==> src/rtl/cpu_pkg.sv <==
// Shared datapath types: skid-buffer occupancy states and the select range check.
package cpu_pkg;

   typedef enum logic [1:0] {
      EMPTY = 2'd0,
      ONE   = 2'd1,
      FULL  = 2'd2
   } skid_state_t;

   function automatic logic sel_in_range(input int unsigned sel, input int unsigned num_in);
      return sel < num_in;
   endfunction

endpackage

==> src/rtl/skid_buf2.sv <==
// Generic 2-entry valid/ready skid buffer; in_ready depends only on the state register.
//
// state | meaning
// EMPTY | nothing held, out_valid=0
// ONE   | main holds the output word
// FULL  | main and skid both hold words, in_ready=0
module skid_buf2
   import cpu_pkg::*;
#(
   parameter int WIDTH = 32
) (
   input  logic             clk,
   input  logic             rst_n,
   input  logic [WIDTH-1:0] in_data,
   input  logic             in_valid,
   output logic             in_ready,
   output logic [WIDTH-1:0] out_data,
   output logic             out_valid,
   input  logic             out_ready
);

   skid_state_t state, state_nxt;
   logic [WIDTH-1:0] main_q, skid_q;
   logic in_fire, out_fire;

   assign in_fire  = in_valid & in_ready;
   assign out_fire = out_valid & out_ready;

   always_ff @(posedge clk) begin
      if (!rst_n) state <= EMPTY;
      else        state <= state_nxt;
   end

   always_comb begin
      state_nxt = state;
      case (state)
         EMPTY:   if (in_fire) state_nxt = ONE;
         ONE: begin
            if (in_fire && !out_fire)      state_nxt = FULL;
            else if (!in_fire && out_fire) state_nxt = EMPTY;
         end
         FULL:    if (out_fire) state_nxt = ONE;
         default: state_nxt = EMPTY;
      endcase
   end

   always_comb begin
      in_ready  = (state != FULL);
      out_valid = (state != EMPTY);
   end

   // Storage is cleared on reset so a flushed skid word can never resurface.
   always_ff @(posedge clk) begin
      if (!rst_n) begin
         main_q <= '0;
         skid_q <= '0;
      end else begin
         case (state)
            EMPTY: if (in_fire) main_q <= in_data;
            ONE: begin
               if (in_fire && out_fire) main_q <= in_data;
               else if (in_fire)        skid_q <= in_data;
            end
            FULL:  if (out_fire) main_q <= skid_q;
            default: ;
         endcase
      end
   end

   assign out_data = main_q;

endmodule

==> src/rtl/mux_pipe_sel.sv <==
// Registered N:1 word selector with valid/ready flow control and a sticky range error.
// Optional MUX_PIPE_SEL_TAG_EN adds out_sel, the select that produced the word in main.
module mux_pipe_sel
   import cpu_pkg::*;
#(
   parameter int               WIDTH       = 32,
   parameter int               NUM_IN      = 6,
   parameter logic [WIDTH-1:0] DEFAULT_VAL = '0,
   localparam int              SEL_W       = $clog2(NUM_IN)
) (
   input  logic                    clk,
   input  logic                    rst_n,
   input  logic [NUM_IN*WIDTH-1:0] in_data,
   input  logic [SEL_W-1:0]        in_sel,
   input  logic                    in_valid,
   output logic                    in_ready,
   output logic [WIDTH-1:0]        out_data,
   output logic                    out_valid,
   input  logic                    out_ready,
`ifdef MUX_PIPE_SEL_TAG_EN
   output logic [SEL_W-1:0]        out_sel,
`endif
   output logic                    err_flag,
   input  logic                    err_clr
);

`ifdef MUX_PIPE_SEL_TAG_EN
   localparam int BUF_W = WIDTH + SEL_W;
`else
   localparam int BUF_W = WIDTH;
`endif

   logic             in_range;
   logic [WIDTH-1:0] word;
   logic [BUF_W-1:0] buf_in, buf_out;
   logic             in_fire;

   always_comb begin
      in_range = sel_in_range(32'(in_sel), NUM_IN);
      word     = DEFAULT_VAL;
      if (in_range) begin
         for (int k = 0; k < NUM_IN; k++) begin
            if (in_sel == SEL_W'(k)) word = in_data[k*WIDTH +: WIDTH];
         end
      end
   end

`ifdef MUX_PIPE_SEL_TAG_EN
   assign buf_in   = {in_sel, word};
   assign out_sel  = buf_out[WIDTH +: SEL_W];
`else
   assign buf_in   = word;
`endif
   assign out_data = buf_out[WIDTH-1:0];

   skid_buf2 #(.WIDTH(BUF_W)) u_skid (
      .clk       (clk),
      .rst_n     (rst_n),
      .in_data   (buf_in),
      .in_valid  (in_valid),
      .in_ready  (in_ready),
      .out_data  (buf_out),
      .out_valid (out_valid),
      .out_ready (out_ready)
   );

   assign in_fire = in_valid & in_ready;

   // A set in the same cycle as a clear takes priority.
   always_ff @(posedge clk) begin
      if (!rst_n)                   err_flag <= 1'b0;
      else if (in_fire && !in_range) err_flag <= 1'b1;
      else if (err_clr)             err_flag <= 1'b0;
   end

endmodule

==> config.mk <==
export PLATFORM = sky130hd
export DESIGN_NAME = mux_pipe_sel
export DESIGN_NICKNAME = d
export VERILOG_FILES = /design/src/rtl/cpu_pkg.sv /design/src/rtl/skid_buf2.sv /design/src/rtl/mux_pipe_sel.sv
export SDC_FILE = /design/constraint.sdc
export NUM_CORES = 1
export LEC_CHECK = 0
export ABC_AREA = 1
export CAP_MARGIN = 20
export CORE_MARGIN = 2
export CORE_UTILIZATION = 40
export DETAILED_ROUTE_END_ITERATION = 8
export PLACE_DENSITY = 0.88
export SLEW_MARGIN = 20
export SYNTH_ARGS = -nofsm -noshare
export SYNTH_HDL_FRONTEND = slang
export SYNTH_SLANG_ARGS = --single-unit
==> constraint.sdc <==
create_clock -name clk -period 2.2 [get_ports clk]
set_clock_uncertainty 0.2 [all_clocks]
set_input_delay 0.44 -clock clk [delete_from_list [all_inputs] [get_ports clk]]
set_output_delay 0.44 -clock clk [all_outputs]
set_load 0.005 [all_outputs]
**After elaboration in Yosys (flattened, before gate mapping)**

Index checks and enable logic that the tools add are counted.

- Register bits after elaboration: 67
- Input port bits: 200
- Output and inout port bits: 35
- Word-level logic and storage cells: 53

- $lt $le $gt $ge: 1
- Eq/ne operators: 12
- Mux-type cells: 18
- Bitwise logic cells: 3
- Reduce and logical (&&, ||, !) cells: 15

Operators with widths:

| cell | number |
|---|---|
| 32-bit 2-to-1 mux | 10 |
| 32-bit case mux with 3 select lines | 1 |
| 2-bit 2-to-1 mux | 4 |
| 3-bit by 2-bit equality test with 1-bit output, second input constant | 2 |
| 3-bit equality test, second input constant | 2 |
| 2-bit case mux with 3 select lines | 1 |
| 3-bit AND reduction | 2 |
| 1-bit logical AND | 4 |
| 2-bit by 1-bit inequality test with 1-bit output, second input constant | 2 |
| 2-bit inequality test, second input constant | 2 |
| 4-bit AND reduction | 1 |
| 2-bit nonzero test | 2 |
| 3-bit by 1-bit equality test with 1-bit output, second input constant | 1 |
| 1-bit zero test | 3 |
| 3-bit zero test | 1 |
| 3-bit < comparator, second input constant | 1 |
| 3-bit by 1-bit inequality test with 1-bit output, second input constant | 1 |
| 3-bit nonzero test | 1 |
| 1-bit AND | 2 |
| 2-bit by 1-bit equality test with 1-bit output, second input constant | 1 |
| 2-bit equality test, second input constant | 1 |
| 2-bit zero test | 1 |
| 1-bit 2-to-1 mux | 2 |
| 1-bit NOT | 1 |

**Logic depth before layout (Yosys ltp)**

Gate-level depths: netlist of the first run.

- Depth after elaboration: 10
- Depth in mapped cells: 11
- Mapped depth without buffers: 10

**Hierarchy**

A second synthesis of the first run with hierarchy kept.

- Cells, all modules: 804
- Area, all modules: 4720.8 um^2

Modules (own cells, without submodules):

| module | times used | cells each | area each (um^2) | sequential area each (um^2) |
|---|---|---|---|---|
| skid_buf2 | 1 | 436 | 2930.3 | 1321.3 |
| mux_pipe_sel | 1 | 368 | 1790.5 | 20.0 |

**Worst setup path after synthesis of the first run**

Ideal clock, no wire load.

- Path type: in2reg
- Start: input port in_sel[0]
- End: register u_skid.main_q[0], in the netlist u_skid.out_data[0]
- Setup time: 0.070 ns
- Arrival time: 1.472 ns
- Required time: 1.930 ns
- Slack: 0.458 ns
- Stages on the path: 11
- Buffers on the path: 2
- Cells stage by stage: buf_2 -> nor2_1 -> buf_2 -> nand3_1 -> nand3_1 -> nand2_1 -> nand2_1 -> nand2_1 -> nand2_1 -> nand2_1 -> a21oi_1

- Cells in the longest elaborated chain, start to end: 10
- Elaborated cells between the ends (all ways): 17
- Classes of those cells: order compare: 1; eq/ne: 5; mux: 10; reduce/logical: 1

RTL lines:

| item | RTL line | RTL |
|---|---|---|
| start: declaration | mux_pipe_sel.sv:14 | `input logic [SEL_W-1:0] in_sel,` |
| 3-bit zero test | mux_pipe_sel.sv:43 | `if (in_sel == SEL_W'(k)) word = in_data[k*WIDTH +: WIDTH];` |
| 32-bit 2-to-1 mux (6 in a row) | mux_pipe_sel.sv:43 |  |
| 32-bit 2-to-1 mux (*) | mux_pipe_sel.sv:41 | `if (in_range) begin` |
| 32-bit 2-to-1 mux, on equally long branches | skid_buf2.sv:61, skid_buf2.sv:59 |  |
| 32-bit case mux with 3 select lines (*) | skid_buf2.sv:58 | `case (state)` |
| end signal: assignment | skid_buf2.sv:59 | `EMPTY: if (in_fire) main_q <= in_data;` |
| end signal: assignment | skid_buf2.sv:61 | `if (in_fire && out_fire) main_q <= in_data;` |
| end signal: assignment | skid_buf2.sv:64 | `FULL: if (out_fire) main_q <= skid_q;` |
| end: declaration | skid_buf2.sv:23 | `logic [WIDTH-1:0] main_q, skid_q;` |

Mark *: on every way between the ends. The rest lies on a longest branch, timed or not. The select of a mux whose other input is x is not followed.
A chain may end at the register's enable or synchronous reset.

**Worst setup path in the final report of the first run**

- Start: input port in_sel[1]
- End: register u_skid.main_q[9], in the netlist u_skid.out_data[9]

Same word-level chain as after synthesis.

==> PnR_summary.wiki, run 1 <==
{| class="wikitable"
! Metric !! Value
|-
| Clk_lat worst skew || 0.34 ns
|-
| Slew HR || 0.8067
|-
| GPL Wtd Cong || 0.9629
|-
| Net Sw Power || 1022 uW
|-
| Post-route non-filler standard cell count || 1,133
|-
| Number of pins with negative max-slew slack in the final report || 0
|-
| Maximum buffer depth of the clock tree || 2
|-
| Crit path time final || 2.098 ns
|-
| Post-synthesis average cell area || 5.836 um2
|-
| Top-Level Pins || 235
|-
| Vias in the first global route || 5,549
|-
| Worst reg-to-reg setup slack || 0.61 ns
|-
| Global-route wire length before repair || 27,190 um
|-
| Top area cells in the synthesized netlist || dfxtp_1 (30%), nand2_1 (19%), a21oi_1 (11%)
|-
| Post-synth cell types || 19
|-
| Placed wire-length estimate || 13,100 um
|-
| Yosys top cell by area || dfxtp_1
|-
| Reported max-cap violation count || 0
|-
| Die span in y || 109.6 um
|-
| Count of unresolved DRC violations after routing || 0
|-
| Placed Cells incl. Taps || 1,115
|-
| Initial antenna violation count || 0
|-
| Unrepaired setup endpoints after global routing || no
|-
| Number of synthesized flops with an enable pin || 0
|-
| Count of endpoints failing hold in the final timing report || 0
|-
| Result of the run || finished clean
|-
| Post-detailed-placement cell area || 7146 um2
|-
| Total routed wirelength || 17,900 um
|-
| Cells after synthesis || 765
|-
| Pin count of the biggest net entering global routing || 66
|-
| Count of port buffers added during placement || 234
|-
| Largest fanout on the critical path || 29
|-
| Maximum frequency from static timing analysis || 0.4767 GHz
|-
| Slowest stage delay, CP || 0.51 ns
|-
| Static Leakage || 0.003269 uW
|-
| Maximum ir drop on the vdd rail || 0.0003174 V
|-
| Type of the most critical hold path || register to register
|-
| DRT antenna net count || 0
|-
| Die X-Extent || 109.6 um
|-
| H-tree depth reported by CTS || 3
|-
| Number of standard-cell rows in the floorplan || 38
|-
| Detail-routed via count per cell || 5.280
|-
| Number of antenna diodes || 0
|-
| Arrival time reported for the critical path endpoint || 2.13 ns
|-
| Seq pwr share || 0.382
|-
| Die footprint || 12,020 um2
|-
| CTS clock-pin slew for the worst setup and hold paths || 0.07 ns
|-
| Cell Area, Synth || 4464 um2
|-
| Share of Yosys cell area claimed by the top area cell type || 0.3004
|-
| Number of sinks on the clock net || 67
|-
| 1st-pass router iterations || 5
|-
| Endpoint kind of the worst setup timing path || register
|-
| Worst setup SP type || primary input
|-
| Number of nets in the finished design || 1,188
|-
| Aggregate negative setup slack || 0 ns
|-
| Part of the Yosys area used for sequential elements || 0.3004
|-
| Ratio of cells with drive above 1 in the final layout || 0.06647
|-
| Synthesis warning total || 0
|-
| P&R area growth vs syn || 65.61%
|-
| Top flip-flop cell by instance count after synthesis || dfxtp_1
|-
| Most used cell along the critical path || nand2_1
|-
| Vias after detailed routing || 5,982
|-
| Critical path start-end classification || primary input to register
|-
| Global Route Usage Sum || 0.2925
|-
| Power per cell area || 472.5 nW/um2
|-
| Synthesized netlist net count || 965
|-
| Fraction of power spent switching nets || 0.2926
|-
| Number of CTS-inserted buffers || 9
|-
| Final worst path period share || 0.9535
|-
| Share of async-settable or async-resettable flops after synthesis || 0
|-
| Total setup violations reported at the end of the flow || 0
|-
| Critical-path cell with the highest stage delay || clkdlybuf4s50_1
|-
| Initial detailed-routing violation count || 574
|-
| Internal power || 2471 uW
|-
| #FFs+latches synth || 67
|-
| Placeable core area || 10,890 um2
|-
| Clock share of power || 0.289
|-
| Worst endpoint required time || 2.23 ns
|-
| Clock tree from TritonCTS || done
|-
| Share of total power in combinational logic || 0.329
|-
| Design area || 7393 um2
|-
| Number of buffers added to fix hold violations after cts || 0
|-
| Critical-path cell list || clkdlybuf4s50_1 -> inv_2 -> nor2_4 -> nand2_1 -> buf_12 -> or2_0 -> nand2_1 -> nand2_1 -> nand2_1 -> nand2_1 -> nand2_1 -> a21oi_1
|-
| Hold Worst Slack || 0.2644 ns
|-
| Root buf cell || clkbuf_8
|-
| Aggregate global routing overflow || 0
|-
| Initial standard-cell utilization of the core || 0.4100
|-
| Routed wire per std cell || 15.79 um
|-
| Transition time at the pin with the least slew margin || 0.2899 ns
|}
registers in the layout (all words and copies together) (netlist names):
register and count:
u_skid.out_data 32, u_skid.state 2, u_skid.skid_q 32, err_flag 1
path summary, 6_finish.rpt:
check                                                 startpoint                                to  cells after the start
worst min-delay path            u_skid.out_data[27]$_SDFFE_PN0P_  u_skid.out_data[27]$_SDFFE_PN0P_                      2
worst max-delay path                                   in_sel[1]   u_skid.out_data[9]$_SDFFE_PN0P_                     12
worst min register to register  u_skid.out_data[27]$_SDFFE_PN0P_  u_skid.out_data[27]$_SDFFE_PN0P_                      2
worst max register to register      u_skid.state[0]$_SDFFE_PN0P_     u_skid.skid_q[9]$_SDFFE_PN0P_                      7
power by group through the flow:
stage	registers [uW]	logic [uW]	clock network, uW
2_1_floorplan	1360	462	0
3_3_place_gp	1360	1120	0
3_5_place_dp	1360	1130	0
4_1_cts	1330	1140	1030
5_1_grt	1340	1260	1080
6_report	1330	1150	1010
stage by stage:
step / total power, uW / utilization / worst slack, ns
2_1_floorplan: 1817 / - / 0.4580
3_3_place_gp: 2474 / 0.6563 / -0.1766
3_5_place_dp: 2487 / 0.6563 / -0.2255
4_1_cts: 3499 / 0.6743 / 0.04334
5_1_grt: 3690 / 0.6790 / 0.01676
6_report: 3493 / 0.6790 / 0.1022
layer usage:
metal | global-route usage | routed length, um
met5 | 0 | 0
met4 | 0.1374 | 798
met3 | 0.08951 | 1824
met2 | 0.4921 | 8375
met1 | 0.3385 | 6897
synthesized netlist by cell type, types with 2 or more instances:
cell type / n
o21ai_0: 64
clkinv_1: 2
or2_2: 2
nand2_1: 226
nand4_1: 35
buf_1: 6
buf_2: 20
inv_1: 41
a21oi_1: 96
clkbuf_1: 35
dfxtp_1: 67
nand3_1: 66
or2_0: 29
nor2_1: 71
critical path: cells and delay by family:
family                 cells  cell delay (ns)
AND/OR/NAND/NOR            8             0.86
buffers and inverters      3             0.76
AO/OA/AOI/OAI              1             0.07
layout by cell type (no fill, tap or decap), types with 3 or more instances in the layout:
cell,Yosys,final
a21oi_1,96,96
nand2_1,226,226
nand3_1,66,66
o21ai_0,64,63
inv_1,41,39
clkbuf_8,0,10
or2_0,29,29
dfxtp_1,67,67
clkdlybuf4s50_1,0,232
buf_6,0,3
nand4_1,35,35
inv_2,1,3
buf_4,0,25
buf_12,0,10
clkinv_2,0,3
nor2_1,71,69
timing repair:
action                                  4_1_cts  5_1_grt
endpoints found under the setup margin        1        4
buffers inserted                              0        1
resized for setup                             1        5
gates cloned                                  0        1
hold endpoints to repair                      0        0
pin swaps                                     0        1
cell families after synthesis:
kind of cell	Yosys count	synth area share
flip-flops	67	0.3004
AO/OA/AOI/OAI	161	0.1811
buffers and inverters	105	0.09389
AND/OR/NAND/NOR	432	0.4246
cell type report:
| type | count | area (um2) |
|---|---|---|
| inverters | 44 | 165.2 |
| clock inverters | 5 | 52.55 |
| repair buffers | 273 | 2786 |
| multi-input cells | 593 | 2731 |
| clock buffers | 11 | 141.4 |
| fillers | 917 | 3495 |
| well taps | 140 | 175.2 |
| flip-flops and latches | 67 | 1341 |
No activity file was read; power rests on OpenSTA's default activity.
==> run 2, diff against run 1 <==
--- a/config.mk
+++ b/config.mk
@@ -10,7 +10,7 @@
 export CORE_MARGIN = 2
 export CORE_UTILIZATION = 40
 export DETAILED_ROUTE_END_ITERATION = 8
-export PLACE_DENSITY = 0.88
+export PLACE_DENSITY = 0.81
 export SLEW_MARGIN = 20
 export SYNTH_ARGS = -nofsm -noshare
 export SYNTH_HDL_FRONTEND = slang
==> run 2 against run 1 <==
Compared with the run above: sequential share of layout area grew 0.27 points; count of clock-buffer cells in the layout down 2; total power rose by 1.8%; maximum frequency up 1.1%; clock power grew 9.9%; non-clock buffer count is 11 lower; final area fell by 1.5%; via count decreased by 3.8%; critical path type is now register to output port; sequential power about the same; wire length shrank 6.5%; die area is the same.
==> PnR_summary.wiki, run 2 (same netlist as run 1, synthesis figures left out) <==
{| class="wikitable"
! Metric !! Value
|-
| Result of the run || finished clean
|-
| Number of antenna diodes || 0 (unchanged)
|-
| Critical path capture point || in_ready
|-
| Count of port buffers added during placement || 234 (unchanged)
|-
| P&R area growth vs syn || 63.17%
|-
| Placed wire-length estimate || 12,640 um (-3.5%)
|-
| Number of buffers added to fix hold violations after cts || 0 (unchanged)
|-
| Aggregate negative setup slack || 0 ns (unchanged)
|-
| Top-Level Pins || 235 (unchanged)
|-
| Reported max-cap violation count || 0 (unchanged)
|-
| Initial standard-cell utilization of the core || 0.4100 (unchanged)
|-
| Global-route wire length before repair || 26,160 um (-3.8%)
|-
| Overall power consumption || 3556 uW (+1.8%)
|-
| Clk_lat worst skew || 0.35 ns (about the same)
|-
| Depth of the most critical reg-to-reg path || 8 (+1)
|-
| Maximum frequency from static timing analysis || 0.4818 GHz (+1.1%)
|-
| Worst reg-to-reg setup slack || 0.48 ns (-0.13 ns)
|-
| Die footprint || 12,020 um2 (unchanged)
|-
| Worst endpoint required time || 1.56 ns (-0.67 ns)
|-
| Highest metal used || met4
|-
| Routed length on met2 || 7958 um (-5.0%)
|-
| Static Leakage || 0.003200 uW (-2.1%)
|-
| Area used by sequential logic in the layout || 1341 um2 (unchanged)
|-
| Type of the most critical hold path || register to register
|-
| H-tree depth reported by CTS || 3 (unchanged)
|-
| 1st-pass router iterations || 5 (unchanged)
|-
| Endpoint kind of the worst setup timing path || output port
|-
| Post_cts resized || 0 (-1)
|-
| DRT antenna net count || 0 (unchanged)
|-
| Launch point of the critical path || u_skid.state[1]$_SDFFE_PN0P_
|-
| Placed Cells incl. Taps || 1,106 (-0.81%)
|-
| Crit path time final || 2.076 ns (-0.02224 ns)
|-
| Initial detailed-routing violation count || 466 (-19%)
|-
| Total setup violations reported at the end of the flow || 0 (unchanged)
|-
| Die X-Extent || 109.6 um (unchanged)
|-
| Post-route non-filler standard cell count || 1,122 (-0.97%)
|-
| Detail-routed via count per cell || 5.130 (-2.8%)
|-
| Clock tree from TritonCTS || done
|-
| Number of standard-cell rows in the floorplan || 38 (unchanged)
|-
| Worst setup SP type || register
|-
| Unrepaired setup endpoints after global routing || no
|-
| Number of pins with negative max-slew slack in the final report || 0 (unchanged)
|-
| Placeable core area || 10,890 um2 (unchanged)
|-
| Maximum ir drop on the vdd rail || 0.0004256 V (+34%)
|-
| Leading cell types in the layout, fill and taps excluded || clkdlybuf4s50_1 (233), nand2_1 (226), a21oi_1 (96), nor2_1 (69), dfxtp_1 (67)
|-
| Pin count of the biggest net entering global routing || 66 (unchanged)
|-
| DRT met1 WL || 6697 um (-2.9%)
|-
| Count of endpoints failing hold in the final timing report || 0 (unchanged)
|-
| Largest fanout on the critical path || 3 (-90%)
|-
| Number of post-CTS setup repair buffers || 0 (unchanged)
|-
| Vias after detailed routing || 5,756 (-3.8%)
|-
| Routed wire per std cell || 14.91 um (-5.6%)
|-
| Initial antenna violation count || 0 (unchanged)
|-
| Footprint of the multi-input gates || 2726 um2 (-0.18%)
|-
| Ratio of cells with drive above 1 in the final layout || 0.05703 (-0.009439)
|-
| GPL Wtd Cong || 0.9421 (-2.2%)
|-
| Transition time at the pin with the least slew margin || 0.6304 ns (+0.3405 ns)
|-
| Vias in the first global route || 5,323 (-4.1%)
|-
| Number of sinks on the clock net || 67 (unchanged)
|-
| Total routed wirelength || 16,730 um (-6.5%)
|-
| Die span in y || 109.6 um (unchanged)
|-
| R2R Path Start || u_skid.state[1]$_SDFFE_PN0P_
|-
| Slew HR || 0.5798 (-0.2270)
|-
| Arrival time reported for the critical path endpoint || 1.44 ns (-0.69 ns)
|-
| Power per cell area || 488.1 nW/um2 (+3.3%)
|-
| Aggregate global routing overflow || 0 (unchanged)
|-
| Count of unresolved DRC violations after routing || 0 (unchanged)
|-
| CTS clock-pin slew for the worst setup and hold paths || 0.06 ns (about the same)
|-
| Number of CTS-inserted buffers || 9 (unchanged)
|-
| Total length of routed met3 wires || 1479 um (-19%)
|-
| Critical path start-end classification || register to output port
|-
| Final worst path period share || 0.9434 (-0.01011)
|-
| Fill cells || 988 (+7.7%)
|-
| R2r endpoint || u_skid.out_data[11]$_SDFFE_PN0P_
|-
| Most common cell after layout, fill and taps aside || clkdlybuf4s50_1
|-
| Global Route Usage Sum || 0.2811 (-0.01141)
|-
| Root buf cell || clkbuf_8
|-
| Number of nets in the finished design || 1,177 (-0.93%)
|-
| Maximum buffer depth of the clock tree || 2 (unchanged)
|}
-- run 2: layer usage --
metal / up-vias / GRT usage
met5: - / 0
met4: 0 / 0.1004
met3: 42 / 0.08595
met2: 254 / 0.4916
met1: 2524 / 0.3226
li1: 2936 / -
-- run 2: worst min-delay path by stage --
stage                                             endpoint  cells past startpoint  slack [ns]                              from
after floorplan                      err_flag$_SDFFE_PN0P_                      2        0.26             err_flag$_SDFFE_PN0P_
after global placement    u_skid.out_data[11]$_SDFFE_PN0P_                      2        0.25  u_skid.out_data[11]$_SDFFE_PN0P_
after detailed placement   u_skid.out_data[3]$_SDFFE_PN0P_                      2        0.25   u_skid.out_data[3]$_SDFFE_PN0P_
after CTS                  u_skid.out_data[3]$_SDFFE_PN0P_                      2        0.27   u_skid.out_data[3]$_SDFFE_PN0P_
after global routing       u_skid.out_data[2]$_SDFFE_PN0P_                      2        0.29   u_skid.out_data[2]$_SDFFE_PN0P_
final                     u_skid.out_data[29]$_SDFFE_PN0P_                      2        0.26  u_skid.out_data[29]$_SDFFE_PN0P_
-- run 2: report_power, final --
| part | total [uW] | internal [uW] | leakage, uW | switching [uW] |
|---|---|---|---|---|
| sequential | 1330 | 1290 | 0.000547 | 42.8 |
| clock | 1110 | 635 | 0.000113 | 473 |
| combinational | 1110 | 615 | 0.00254 | 499 |
-- run 2: worst max-delay path: stages, from the launching register on --
cell and delay (ns):
dfxtp_1 0.33, inv_1 0.07, nor2_2 0.17, inv_2 0.05
clkdlybuf4s50_1 0.47
-- run 2: layout make-up --
cell class              instances  share of cell area
clock buffers                   9             0.01700
multi-input cells             593              0.3743
repair buffers                262              0.3652
clock inverters                 7             0.01271
flip-flops and latches         67              0.1841
well taps                     140             0.02405
inverters                      44             0.02267
-- run 2: stage by stage --
step / utilization / hold slack [ns] / setup slack [ns] / area (um2)
floorplan: - / 0.2596 / 0.4580 / 4464
global route: 0.6690 / 0.2874 / 0.007296 / 7284
finish: 0.6690 / 0.2646 / 0.1244 / 7284
detailed placement: 0.6489 / 0.2542 / -0.2121 / 7066
CTS: 0.6688 / 0.2662 / 0.02674 / 7282
global placement: 0.6489 / 0.2513 / -0.1755 / 7066
